### config.mk
export PLATFORM = sky130hd
export DESIGN_NAME = apb_master
export DESIGN_NICKNAME = d
export VERILOG_FILES = /design/src/rtl/apb_master.sv
export SDC_FILE = /design/constraint.sdc
export NUM_CORES = 1
export LEC_CHECK = 0
export ABC_AREA = 1
export CAP_MARGIN = 40
export CORE_ASPECT_RATIO = 0.7
export CORE_MARGIN = 1
export CORE_UTILIZATION = 42
export DETAILED_ROUTE_END_ITERATION = 10
export GPL_TIMING_DRIVEN = 0
export PLACE_DENSITY = 0.81
export SYNTH_ARGS = -nofsm -noshare
export SYNTH_HDL_FRONTEND = slang
export SYNTH_SLANG_ARGS = --single-unit
export TNS_END_PERCENT = 100
### constraint.sdc
create_clock -name pclk -period 3.8 [get_ports pclk]
set_input_delay 0.38 -clock pclk [delete_from_list [all_inputs] [get_ports pclk]]
set_output_delay 0.38 -clock pclk [all_outputs]
set_load 0.005 [all_outputs]
### src/rtl/apb_master.sv
// Single-outstanding APB initiator: valid/ready command in, SETUP/ACCESS transfer out,
// held response back. A programmable ACCESS timeout aborts transfers to a silent slave.
module apb_master #(
    parameter int ADDR_W  = 32,
    parameter int DATA_W  = 32,
    parameter int TIMEOUT = 16
) (
    input  logic              pclk,
    input  logic              prst,
    input  logic              cmd_vld,
    output logic              cmd_rdy,
    input  logic              cmd_write,
    input  logic [ADDR_W-1:0] cmd_addr,
    input  logic [DATA_W-1:0] cmd_wdata,
    output logic              rsp_vld,
    input  logic              rsp_rdy,
    output logic [DATA_W-1:0] rsp_rdata,
    output logic              rsp_err,
    output logic              psel,
    output logic              penable,
    output logic              pwrite,
    output logic [ADDR_W-1:0] paddr,
    output logic [DATA_W-1:0] pwdata,
    input  logic [DATA_W-1:0] prdata,
    input  logic              pready,
    input  logic              pslverr
);

    localparam int               CNT_W    = (TIMEOUT > 0) ? $clog2(TIMEOUT + 1) : 1;
    localparam logic [CNT_W-1:0] CNT_LAST = CNT_W'((TIMEOUT > 0) ? TIMEOUT - 1 : 0);
    localparam logic             TO_EN    = (TIMEOUT != 0);

    typedef enum logic [1:0] {IDLE, SETUP, ACCESS, RESP} state_t;

    state_t            state, state_nxt;
    logic [CNT_W-1:0]  cnt, cnt_nxt;
    logic              timeout_hit;
    logic              psel_nxt, penable_nxt, pwrite_nxt, rsp_vld_nxt, rsp_err_nxt;
    logic [ADDR_W-1:0] paddr_nxt;
    logic [DATA_W-1:0] pwdata_nxt, rsp_rdata_nxt;

    // Held low while reset is asserted even though the state already reads IDLE.
    assign cmd_rdy     = (state == IDLE) && !prst;
    assign timeout_hit = TO_EN && (cnt == CNT_LAST);

    always_ff @(posedge pclk or posedge prst) begin
        if (prst) state <= IDLE;
        else      state <= state_nxt;
    end

    always_comb begin
        state_nxt = state;
        case (state)
            IDLE:    if (cmd_vld) state_nxt = SETUP;
            SETUP:   state_nxt = ACCESS;
            ACCESS:  if (pready || timeout_hit) state_nxt = RESP;
            RESP:    if (rsp_rdy) state_nxt = IDLE;
            default: state_nxt = IDLE;
        endcase
    end

    always_comb begin
        psel_nxt      = psel;
        penable_nxt   = penable;
        pwrite_nxt    = pwrite;
        paddr_nxt     = paddr;
        pwdata_nxt    = pwdata;
        rsp_vld_nxt   = rsp_vld;
        rsp_rdata_nxt = rsp_rdata;
        rsp_err_nxt   = rsp_err;
        cnt_nxt       = cnt;
        case (state)
            IDLE: begin
                if (cmd_vld) begin
                    psel_nxt   = 1'b1;
                    pwrite_nxt = cmd_write;
                    paddr_nxt  = cmd_addr;
                    pwdata_nxt = cmd_write ? cmd_wdata : '0;
                end
            end
            SETUP: begin
                penable_nxt = 1'b1;
                cnt_nxt     = '0;
            end
            ACCESS: begin
                // A ready slave on the last permitted cycle wins over the timeout.
                if (pready) begin
                    rsp_vld_nxt   = 1'b1;
                    rsp_rdata_nxt = pwrite ? '0 : prdata;
                    rsp_err_nxt   = pslverr;
                    psel_nxt      = 1'b0;
                    penable_nxt   = 1'b0;
                end else if (timeout_hit) begin
                    rsp_vld_nxt   = 1'b1;
                    rsp_rdata_nxt = '0;
                    rsp_err_nxt   = 1'b1;
                    psel_nxt      = 1'b0;
                    penable_nxt   = 1'b0;
                end else if (cnt != '1) begin
                    cnt_nxt = cnt + CNT_W'(1);
                end
            end
            RESP: begin
                if (rsp_rdy) rsp_vld_nxt = 1'b0;
            end
            default: ;
        endcase
    end

    always_ff @(posedge pclk or posedge prst) begin
        if (prst) begin
            psel      <= 1'b0;
            penable   <= 1'b0;
            pwrite    <= 1'b0;
            paddr     <= '0;
            pwdata    <= '0;
            rsp_vld   <= 1'b0;
            rsp_rdata <= '0;
            rsp_err   <= 1'b0;
            cnt       <= '0;
        end else begin
            psel      <= psel_nxt;
            penable   <= penable_nxt;
            pwrite    <= pwrite_nxt;
            paddr     <= paddr_nxt;
            pwdata    <= pwdata_nxt;
            rsp_vld   <= rsp_vld_nxt;
            rsp_rdata <= rsp_rdata_nxt;
            rsp_err   <= rsp_err_nxt;
            cnt       <= cnt_nxt;
        end
    end

endmodule

---- Word-level counts from Yosys, hierarchy flattened ----
Cells that the tools add are included.
storage, ports and cells
  register bits ........................... 108
  latch bits .............................. 0
  RAM bits ................................ 0
  ROM bits ................................ 0
  input port bits ......................... 103
  output and inout port bits .............. 102
  word-level logic and storage cells ...... 60
  memories ................................ 0
operators by class
  add/sub/neg operators ................... 1
  multipliers ............................. 0
  div/mod/pow operators ................... 0
  magnitude comparators ................... 0
  equal/unequal tests ..................... 12
  shift operators ......................... 0
  multiplexer cells ....................... 22
  bitwise logic cells ..................... 0
  reductions and logical operators ........ 15
operators by type and width
  kind                                                             number
  32-bit two-way mux                                               4
  5-bit two-way mux                                                3
  2-bit != test, second input constant                             6
  5-bit case mux with 2 select lines                               1
  3-bit AND reduction                                              3
  2-bit case mux with 4 select lines                               1
  2-bit nonzero test                                               4
  1-bit two-way mux                                                7
  2-bit two-way mux                                                3
  1-bit case mux with 2 select lines                               3
  2-bit AND reduction                                              3
  5-bit by 1-bit adder with 5-bit output, second input constant    1
  5-bit by 4-bit == test with 1-bit output, second input constant  1
  5-bit != test, second input constant                             1
  2-bit == test, second input constant                             2
  4-bit AND reduction                                              1
  3-bit != test, second input constant                             1
  2-bit by 1-bit == test with 1-bit output, second input constant  1
  2-bit zero test                                                  1
  1-bit logical AND                                                1
  1-bit zero test                                                  1
  1-bit logical OR                                                 1

---- Longest topological paths before layout ----
  depth in word-level cells ............... 5
  depth in mapped cells ................... 10
  depth with buffers taken out ............ 9

---- Worst setup path after synthesis ----
OpenSTA, ideal clock, no wires.
  kind .................................... register to register
  start ................................... register cnt[0]
  end ..................................... register rsp_rdata[0]
  arrival ................................. 1.470 ns
  required time ........................... 3.735 ns
  path slack .............................. 2.265 ns
  cell stages (with the launch flop) ...... 11
  buffers on the path ..................... 1
  period minus slack after synthesis ...... 1.535 ns
  path through ............................ dfrtp_1 > ha_1 > nand2_1 > nor2_1 > ha_1 > nor2_2 > nor2_4 > inv_2 > buf_6 > nand2_1 > nand2_1
between the ends
  longest elaborated chain between the ends .. 3
RTL lines
  element                                   RTL line  text
  start: declaration                        36        logic [CNT_W-1:0] cnt, cnt_nxt;
  start signal: assignment                  130       cnt <= cnt_nxt;
  5-bit by 4-bit == test with 1-bit output  44        assign timeout_hit = TO_EN && (cnt == CNT_LAST);
  2-bit nonzero test (no source line)       -
  2-bit AND reduction (no source line)      -
  end signal: assignment                    128       rsp_rdata <= rsp_rdata_nxt;
  end: declaration                          17        output logic [DATA_W-1:0] rsp_rdata,
No other way between the ends.
A chain may end at the register's enable or synchronous reset.

---- Worst setup path in the final report ----
  start ................................... register state[1]
  end ..................................... output port cmd_rdy
between the ends
  longest elaborated chain between the ends .. 2
RTL lines
  element                   RTL line  text
  start: declaration        35        state_t state, state_nxt;
  start signal: assignment  48        else state <= state_nxt;
  2-bit zero test           43        assign cmd_rdy = (state == IDLE) && !prst;
  1-bit logical AND         43
  end: declaration          11        output logic cmd_rdy,
No other way between the ends.

==> impl_metrics.json <==
{
  "outcome": "finished, final reports clean",
  "postCtsResizedCells": 0,
  "p_per_area_mw_per_mm2": 714.5,
  "synth_compound_area_share_pct": 5.441,
  "netlist.top_cell.by_area": "dfrtp_1",
  "hpwl_um": 9027,
  "ys_seq_area_share_pct": 59.97,
  "final_max_slew_viol_count": 0,
  "firstDrtPassIters": 4,
  "cts_max_path_buffers": 2,
  "holdPathEnd": "pwdata[29]",
  "fp-row-count": 31,
  "synth_edf_count": 0,
  "r2r_cells": 10,
  "io_pins": 205,
  "cpMaxStageDelayCell": "clkdlybuf4s50_1",
  "r2r_setup_slack_ns": 2.03,
  "grt_pass1_wl_um": 18980,
  "grt_overflow_total": 0,
  "combPwrFrac_pct": 44.2,
  "yosysMostFrequentCell": "nand2_1",
  "die_w_um": 125.8,
  "drt_iter0_markers": 148,
  "final_cells": 852,
  "dpl_cell_area_mm2": 0.006734,
  "cts-buffers-inserted": 9,
  "syn_area_per_cell_um2": 9.014,
  "crit_top_cell": "inv_1",
  "startpoint_type": "flip-flop",
  "netlist.area_leader.share_pct": 59.97,
  "timing.hold.ws_ns": 0.3452,
  "ys_top_cells_by_area": "dfrtp_1 (60%), nand2_1 (20%), o21ai_0 (4.6%)",
  "reg2reg_from": "cnt[0]",
  "skew_ns": 0.006926,
  "clk_pin_slew_ns": 0.07,
  "fillers": 813,
  "antenna_found_initial": 0,
  "clock_latency_ns": 0.33,
  "end_kind": "output port",
  "synthAdderAreaFrac_pct": 2.221,
  "crit_start": "state[1]",
  "max_freq_mhz": 466.6,
  "p_leak_uw": 0.003367,
  "syn_area_mm2": 0.004507,
  "internal-power_uw": 3353,
  "ir_drop_uv": 423.6,
  "crit_type": "flip-flop to output port",
  "syn_nets": 611,
  "slew_headroom_pct": 49.08,
  "worstPathArrival_ns": 1.76,
  "syn-instance-count": 500,
  "cp_top_family": "buffers and inverters",
  "ys.flop_type": "dfrtp_1",
  "synth_top_family_by_area": "simple AND/OR/NAND/NOR gates",
  "maxCapViolations": 0,
  "finalSetupViolCount": 0,
  "wl_per_cell_um": 14.26,
  "ctsHoldBuffers": 0,
  "vias": 4065,
  "hold_class": "input port to flip-flop",
  "synth_common_cells": "nand2_1 (243), dfrtp_1 (108), o21ai_0 (41), nand3_1 (37)",
  "utilization_pct": 67.47,
  "grt_use_total_pct": 21.73,
  "async_flop_share_pct": 100.0,
  "worstPathMaxFanout": 4,
  "path_cells": "inv_1, ha_1, inv_1, nor2_1, clkdlybuf4s50_1",
  "core_area_mm2": 0.01040,
  "synthSimpleGateAreaFrac_pct": 26.15,
  "drt_wl_total_um": 12150,
  "synth_seq_cells": 108,
  "finalHoldViolCount": 0,
  "cp_num_buf_inv": 3,
  "fin_crit_ns": 2.143,
  "globalplace.congestion": 0.8073,
  "syn_to_final_growth_pct": 55.61,
  "worst_pin_slew_ns": 0.7638,
  "clkPwrFrac_pct": 17.6,
  "rsz0062_at_grt": "false",
  "clkSinkCount": 108,
  "min_path_cells": 3,
  "grt_max_degree": 61,
  "dieHeight_um": 88.67,
  "yosysWarnings": 0,
  "synthMuxAreaShare_pct": 0,
  "hold_start": "cmd_write",
  "start_util_pct": 43.36,
  "power.total_uw": 5011,
  "cts.htree.levels": 3,
  "switching_share_pct": 33.09,
  "nets": 826,
  "die_area_mm2": 0.01116,
  "ant_nets": 0,
  "antenna_cells": 0,
  "cpPeakStageDelay_ns": 0.52,
  "cts_tree": "yes",
  "viasPerCell": 4.771,
  "cts_root_buf": "clkbuf_16",
  "power_switching_uw": 1658,
  "synth_cell_types": 22,
  "drcViolationCount": 0,
  "grt_pass1_vias": 3894,
  "required_ns": 3.42,
  "placedCellCount": 836,
  "postCtsSetupBuffers": 0,
  "r2r_end": "rsp_rdata[29]",
  "period_share_pct": 56.39,
  "design_area_mm2": 0.007013,
  "synthXorXnorAreaFrac_pct": 0,
  "port_buffers": 203,
  "drive_above_1_share_pct": 7.361,
  "pwr-share-seq_pct": 38.3
}
cells by family after synthesis:
family / count (synthesis)
simple gates: 294
flops: 108
compound gates: 46
buf+inv: 44
fa+ha+maj: 8
power groups by stage:
stage | logic [µW] | clock network [µW] | registers (µW)
after floorplan | 880 | 0 | 1940
after global placement | 2150 | 0 | 1900
after detailed placement | 2220 | 0 | 1930
after CTS | 2230 | 903 | 1920
after global routing | 2440 | 951 | 1980
final | 2210 | 879 | 1920
metrics by stage:
step | TNS [ns] | setup WS, ns
global route | 0 | 1.537
global placement | -106.97 | -0.9949
CTS | 0 | 1.640
floorplan | 0 | 0.5744
finish | 0 | 1.657
detailed placement | 0 | 1.923
layout by cell type (no fill, tap or decap):
cell,count
inv_2,4
o21ai_2,2
nand2_2,2
buf_4,1
clkdlybuf4s50_1,203
buf_2,11
a21boi_0,1
buf_6,13
clkbuf_8,1
dfrtp_1,108
nor2_2,1
o21ai_0,41
ha_1,8
nand3_1,37
nand3b_1,1
clkbuf_16,9
inv_1,12
clkinv_4,1
clkbuf_1,4
o22a_2,1
clkinvlp_4,2
nand4_1,1
inv_6,1
buf_16,1
nor2_4,1
nand2_4,1
o21ai_1,1
nor2_1,7
inv_4,1
nand2_1,243
worst max path at each step:
stage	to	depth (start not counted)	slack, ns
6_report	cmd_rdy	5	1.66
5_1_grt	cmd_rdy	5	1.54
3_5_place_dp	cmd_rdy	3	1.92
2_1_floorplan	cnt[0]	1	0.57
4_1_cts	cmd_rdy	5	1.64
3_3_place_gp	paddr[0]	2	-0.99
cell type report:
type                       count  area [µm²]  share of cell area, %
timing repair buffer         204        2059                  29.37
sequential                   108        2703                  38.54
buffer                        27       216.5                  3.087
multi-input combinational    348        1524                  21.73
tap                          132       165.2                  2.355
clock buffer                  12       246.5                  3.515
clock inverter                 4       32.53                 0.4639
inverter                      17       66.31                 0.9456
flip-flops by register name (all words and copies together), names as in the netlist:
name       flops
psel           1
rsp_err        1
rsp_rdata     32
pwrite         1
penable        1
pwdata        32
state          2
cnt            5
rsp_vld        1
paddr         32
worst min-delay path: stages:
cell	delay, ns
buf_2	0.14
nand2_1	0.06
o21ai_0	0.06
layer usage:
layer	vias to the layer above	GRT usage [%]	wire length, µm	part of all wire [%]
met5	-	0	0	0
met4	0	6.024	156	1.3
met3	13	7.618	1138	9.4
met2	184	36.06	5633	46
met1	1882	27.40	5223	43
li1	1986	-	-	-
Power figures use the tool's default switching activity.
